<file path="config.mk">
export PLATFORM = sky130hd
export DESIGN_NAME = mem_interface
export DESIGN_NICKNAME = d
export VERILOG_FILES = /design/src/rtl/mem_interface.sv
export SDC_FILE = /design/constraint.sdc
export NUM_CORES = 1
export LEC_CHECK = 0
export BUFFER_PORTS_ARGS = -buffer_cell sky130_fd_sc_hd__buf_2
export CAP_MARGIN = 40
export CORE_UTILIZATION = 55
export CTS_BUF_LIST = sky130_fd_sc_hd__clkbuf_8
export CTS_CLUSTER_SIZE = 28
export DETAILED_ROUTE_END_ITERATION = 10
export HOLD_SLACK_MARGIN = 0.02
export PLACE_DENSITY = 0.88
export SLEW_MARGIN = 25
export SYNTH_ARGS = -nofsm -noshare
export SYNTH_HDL_FRONTEND = slang
export SYNTH_SLANG_ARGS = --single-unit
</file>
<file path="constraint.sdc">
create_clock -name clk -period 5.9 [get_ports clk]
set_input_delay 1.18 -clock clk [delete_from_list [all_inputs] [get_ports clk]]
set_output_delay 1.18 -clock clk [all_outputs]
set_load 0.005 [all_outputs]
</file>
<file path="src/rtl/mem_interface.sv">
// mem_interface: sequences one load/store at a time between the datapath and bram port A, with LED/switch MMIO
// Ports: clk/reset (async, active-low); req/we/addr/wdata request in; rdata/busy/done/addr_err status out;
//        bram_addr/bram_din/bram_we/bram_q to bram port A; sw_in switches in; led_out LED register out.
module mem_interface #(
   parameter int               WIDTH     = 16,
   parameter int               ADDR_BITS = 10,
   parameter logic [WIDTH-1:0] LED_ADDR  = 16'hFFFF,
   parameter logic [WIDTH-1:0] SW_ADDR   = 16'hFFFE
) (
   input  logic                 clk,
   input  logic                 reset,
   input  logic                 req,
   input  logic                 we,
   input  logic [WIDTH-1:0]     addr,
   input  logic [WIDTH-1:0]     wdata,
   output logic [WIDTH-1:0]     rdata,
   output logic                 busy,
   output logic                 done,
   output logic                 addr_err,
   output logic [ADDR_BITS-1:0] bram_addr,
   output logic [WIDTH-1:0]     bram_din,
   output logic                 bram_we,
   input  logic [WIDTH-1:0]     bram_q,
   input  logic [9:0]           sw_in,
   output logic [WIDTH-1:0]     led_out
);
   typedef enum logic [1:0] {IDLE, ACCESS, CAPTURE, DONE} state_t;
   state_t state, state_nx;
   logic [WIDTH-1:0] addr_q, wdata_q;
   logic we_q;
   logic [9:0] sw_s1, sw_s2;
   logic hit_bram, hit_led, hit_sw;
   // upper address bits must be zero for bram space, so 0x0400 and above never alias
   assign hit_bram  = addr_q[WIDTH-1:ADDR_BITS] == '0;
   assign hit_led   = addr_q == LED_ADDR;
   assign hit_sw    = addr_q == SW_ADDR;
   assign busy      = state != IDLE;
   assign done      = state == DONE;
   // combinational from state so reset drops the write enable immediately
   assign bram_we   = state == ACCESS && hit_bram && we_q;
   assign bram_addr = addr_q[ADDR_BITS-1:0];
   assign bram_din  = wdata_q;
   always_ff @(posedge clk or negedge reset)
      if (!reset) state <= IDLE;
      else state <= state_nx;
   always_comb begin
      state_nx = state;
      state_nx = (state == IDLE)    ? (req ? ACCESS : IDLE) :
                 (state == ACCESS)  ? ((hit_bram && !we_q) ? CAPTURE : DONE) :
                 (state == CAPTURE) ? DONE : IDLE;
   end
   always_ff @(posedge clk or negedge reset)
      if (!reset) begin
         addr_q   <= '0;
         wdata_q  <= '0;
         we_q     <= 1'b0;
         rdata    <= '0;
         led_out  <= '0;
         addr_err <= 1'b0;
         sw_s1    <= '0;
         sw_s2    <= '0;
      end else begin
         sw_s1 <= sw_in;
         sw_s2 <= sw_s1;
         if (state == IDLE && req) begin
            addr_q  <= addr;
            we_q    <= we;
            wdata_q <= wdata;
         end
         if (state == ACCESS) begin
            if (hit_led && we_q) led_out <= wdata_q;
            if (hit_led && !we_q) rdata <= led_out;
            if (hit_sw && !we_q) rdata <= {{(WIDTH-10){1'b0}}, sw_s2};
            if (!hit_bram && !hit_led && !hit_sw) addr_err <= 1'b1;
         end
         if (state == CAPTURE) rdata <= bram_q;
      end
endmodule

</file>
Word level (Yosys, flattened, before mapping)
Index checks and enable logic that the tools add are counted.
W data, S select, Z words.
- output and inout port bits: 62
- register bits after elaboration: 88
- bits of input ports: 62
- equality and inequality tests: 5
- multiplexer cells: 9
- reductions and logical operators: 21
- operators with widths (operator ; count):
    $mux W16 ; 4
    $eq A16 B16 Y1 const B ; 2
    $logic_and A1 B1 Y1 ; 9
    $logic_not A6 Y1 ; 1
    $mux W2 ; 3
    $reduce_and A2 Y1 ; 3
    $eq A2 B2 Y1 const B ; 2
    $logic_not A1 Y1 ; 4
    $reduce_bool A2 Y1 ; 2
    $reduce_bool A3 Y1 ; 1
    $eq A2 B1 Y1 const B ; 1
    $logic_not A2 Y1 ; 1
    $mux W1 ; 2

Depth between registers and ports, before layout
- depth after elaboration: 6
- gate-level depth with buffers: 7
- depth with buffers taken out: 5

Worst setup path before layout
Ideal clock, no wire load.
- path type: input to register
- start: input port req
- end: register addr_q[0]
- cell stages on the path: 3
- data required time: 5.775 ns
- buffers on the path: 1
- path slack: 3.722 ns
- arrival time: 2.054 ns
- setup time: 0.125 ns
- cells stage by stage: nand2_1 -> clkbuf_1 -> mux2_2
- cells in the longest elaborated chain, start to end: 1
- ends and longest elaborated chain (element ; RTL line ; source):
    start, declared ; 12 ; input logic req,
    $logic_and A1 B1 Y1 ; 65 ; if (state == IDLE && req) begin
    end signal, assigned ; 66 ; addr_q <= addr;
    end, declared ; 29 ; logic [WIDTH-1:0] addr_q, wdata_q;
Every way passes these cells.
A chain may end at the register's enable or synchronous reset.

Worst setup path in the final report
- start: register addr_q[12]
- end: output port bram_we
- cells in the longest elaborated chain, start to end: 3
- ends and longest elaborated chain (element ; RTL line ; source):
    $logic_not A6 Y1 ; 34 ; assign hit_bram = addr_q[WIDTH-1:ADDR_BITS] == '0;
    $logic_and A1 B1 Y1 (2 in a row) ; 40 ; assign bram_we = state == ACCESS && hit_bram && we_q;
    end, declared ; 22 ; output logic bram_we,
Every way passes these cells.

==> impl_metrics.env <==
export IMPL_ys_seq_elements=88
export IMPL_dp_hpwl_um=5080
export IMPL_die_x_um=81.6
export IMPL_avgViaCountPerCell=5.37
export IMPL_worstPathArrival_ns=1.57
export IMPL_relSlewSlack_pct=63.7
export IMPL_ys_warn_count=0
export IMPL_clkSlewWorstSetupHoldPaths_ns=0.08
export IMPL_drc=0
export IMPL_synth_fp_nets=318
export IMPL_yosysUniqueCellTypes=26
export IMPL_max_stage_delay_ns=0.41
export IMPL_num_io_pins=124
export IMPL_r2r_start="addr_q[13]"
export IMPL_setup_viol=0
export IMPL_hold_depth=0
export IMPL_vdd_drop_max_mv=0.294
export IMPL_async_flop_share_pct=100
export IMPL_finalMaxSlewViolations=0
export IMPL_cts_repair_resized=0
export IMPL_grt_first_pass_wirelength_um=11300
export IMPL_hold_viol=0
export IMPL_grtUsageTotal_pct=23.5
export IMPL_synth_top_cell_area_share_pct=63.2
export IMPL_powerDensity_nw_per_um2=448
export IMPL_p_sw_share_pct=32.2
export IMPL_synthTopCellsByCount="88 x dfrtp_1, 49 x mux2_2, 12 x o21ai_0"
export IMPL_hold_buffers=0
export IMPL_grt_setup_unrepaired="false"
export IMPL_clock_sinks=88
export IMPL_clkPwrFrac_pct=20.4
export IMPL_timing_hold_worst_endpoint="sw_s2[4]"
export IMPL_hold_class="flop to flop"
export IMPL_crit_fanout=3
export IMPL_layout_nets=436
export IMPL_start_kind="flop"
export IMPL_power_switching_mw=0.624
export IMPL_worst_setup_path_type="flop to primary output"
export IMPL_start_util_pct=57.9
export IMPL_ys_seq_area_share_pct=63.2
export IMPL_areaGrowthSynthToFinish_pct=24.0
export IMPL_avgSynthCellArea_um2=13.8
export IMPL_synth_most_common_cell="dfrtp_1"
export IMPL_htree_levels=3
export IMPL_intPower_mw=1.31
export IMPL_cts_tree="done"
export IMPL_synth_top_flop_cell="dfrtp_1"
export IMPL_fin_crit_sh_pct=46.6
export IMPL_design_core_area_um2=6030
export IMPL_tightest_slew_ns=0.545
export IMPL_io_buffers=123
export IMPL_dp_cells=430
export IMPL_first_pass_iters=4
export IMPL_die_h_um=81.6
export IMPL_holdCritStartpoint="sw_s1[4]"
export IMPL_reg2reg_to="rdata[14]"
export IMPL_slowest_stage="dfrtp_1"
export IMPL_pwr_share_comb_pct=32.6
export IMPL_end_kind="primary output"
export IMPL_synth_edff_count=0
export IMPL_place_gp_congestion=0.767
export IMPL_clock_latency_ns=0.35
export IMPL_reg2regPathDepth=6
export IMPL_antenna_cells=0
export IMPL_cts_made_buffers=9
export IMPL_overflow=0
export IMPL_vias=2410
export IMPL_period_needed_ns=2.75
export IMPL_path_cells="nor4_1 -> nand2_1 -> nor2_1 -> buf_2"
export IMPL_seqPwrFrac_pct=47.0
export IMPL_root_buffer="clkbuf_8"
export IMPL_synth_area_um2=3490
export IMPL_crit_required_ns=4.72
export IMPL_finalNonFillerCells=449
export IMPL_fin_skew_ns=0.0133
export IMPL_reg2reg_slack_ns=3.61
export IMPL_routedWlPerCell_um=16.1
export IMPL_cap_violations=0
export IMPL_grt_max_degree=47
export IMPL_outcome="finished, final reports clean"
export IMPL_synth_cells=252
export IMPL_detail_route_antenna_nets=0
export IMPL_path_buf_inv=1
export IMPL_max_freq_mhz=364
export IMPL_synth_area_leaders="dfrtp_1 63%, mux2_2 16%, mux2i_1 2.9%"
export IMPL_cellLeakagePower_nw=2.26
export IMPL_drive_gt1_share_pct=52.7
export IMPL_tns_ns=0
export IMPL_grt_antenna_before_repair=0
export IMPL_cts_buffer_depth=2
export IMPL_dieArea_um2=6660
export IMPL_cp_top_family="simple AND/OR/NAND/NOR gates"
export IMPL_wirelength_um=7230
export IMPL_drt_initial_drc_count=101
export IMPL_power_mw=1.94
export IMPL_grt_pass1_vias=2388
export IMPL_post_cts_buffers=0
export IMPL_synth_top_area_cell="dfrtp_1"
export IMPL_final_util_pct=71.7
export IMPL_core_rowCount=28
==> layer usage <==
metal / track usage (%) / share of wire (%) / wire length (µm)
met5: 0 / 0 / 0
met4: 11.8 / 1.9 / 136
met3: 5.78 / 6.5 / 467
met1: 29.6 / 42 / 3010
met2: 38.0 / 50 / 3610
==> worst reg2reg max path: cells and delay by family, from the launching register on <==
kind | cells | cell delay [ns]
AND/OR/NAND/NOR | 3 | 1.23
flip-flops | 1 | 0.39
AO/OA/AOI/OAI | 2 | 0.31
buffers and inverters | 1 | 0.24
==> cells by family (layout without fill, tap and decap cells) <==
kind of cell | Yosys count | after routing | synth area share, %
DFF | 88 | 88 | 63.2
muxes | 59 | 59 | 18.7
and+or+nand+nor | 40 | 40 | 6.60
AOI/OAI and AO/OA | 36 | 36 | 5.71
buffers and inverters | 25 | 147 | 4.41
adders and majority gates | 4 | 4 | 1.44
==> cell usage in the layout, fill, tap and decap left out, drive strengths merged <==
master  instances
buf           129
dfrtp          88
mux2           49
o21ai          19
mux2i          10
and3           10
a21oi          10
clkbuf         10
nand2           9
nor2b           6
a22oi           6
inv             4
ha              4
nand4           3
clkinv          3
nor2            3
nor4            2
nand4b          2
nand3           2
or4             1
or3             1
or2             1
a31o            1
bufinv          1
==> power groups by stage <==
stage / registers [mW] / clock network [mW] / logic (mW)
4_1_cts: 0.910 / 0.405 / 0.618
3_5_place_dp: 0.923 / 0 / 0.615
6_report: 0.910 / 0.395 / 0.631
2_1_floorplan: 0.906 / 0 / 0.390
5_1_grt: 0.934 / 0.429 / 0.708
3_3_place_gp: 0.910 / 0 / 0.587
==> cell type report <==
| class | count | area [µm²] |
|---|---|---|
| clock inverter | 5 | 48.8 |
| inverter | 3 | 11.3 |
| timing repair buffer | 129 | 694 |
| multi-input combinational | 139 | 1130 |
| fill | 450 | 1700 |
| clock buffer | 10 | 138 |
| tap | 75 | 93.8 |
| sequential | 88 | 2200 |
==> stage by stage <==
stage	setup slack [ns]	area (µm²)	hold slack, ns
floorplan	3.72	3490	0.331
global placement	3.54	4070	0.333
detailed placement	3.44	4090	0.335
CTS	3.15	4270	0.352
global route	3.08	4320	0.356
finish	3.15	4320	0.350
==> how the worst max path moves through the flow <==
stage	depth (start not counted)	startpoint	slack (ns)	endpoint
3_5_place_dp	5	state[0]	3.44	rdata[1]
5_1_grt	4	addr_q[12]	3.08	bram_we
6_report	4	addr_q[12]	3.15	bram_we
2_1_floorplan	3	req	3.72	addr_q[0]
4_1_cts	4	addr_q[12]	3.15	bram_we
3_3_place_gp	5	state[0]	3.54	rdata[6]
==> state kept, by name, summed over array words and instances (netlist names) <==
register	count
addr_err	1
addr_q	16
bram_din	16
led_out	16
rdata	16
state	2
sw_s1	10
sw_s2	10
we_q	1
(Power assumes the default switching activity.)
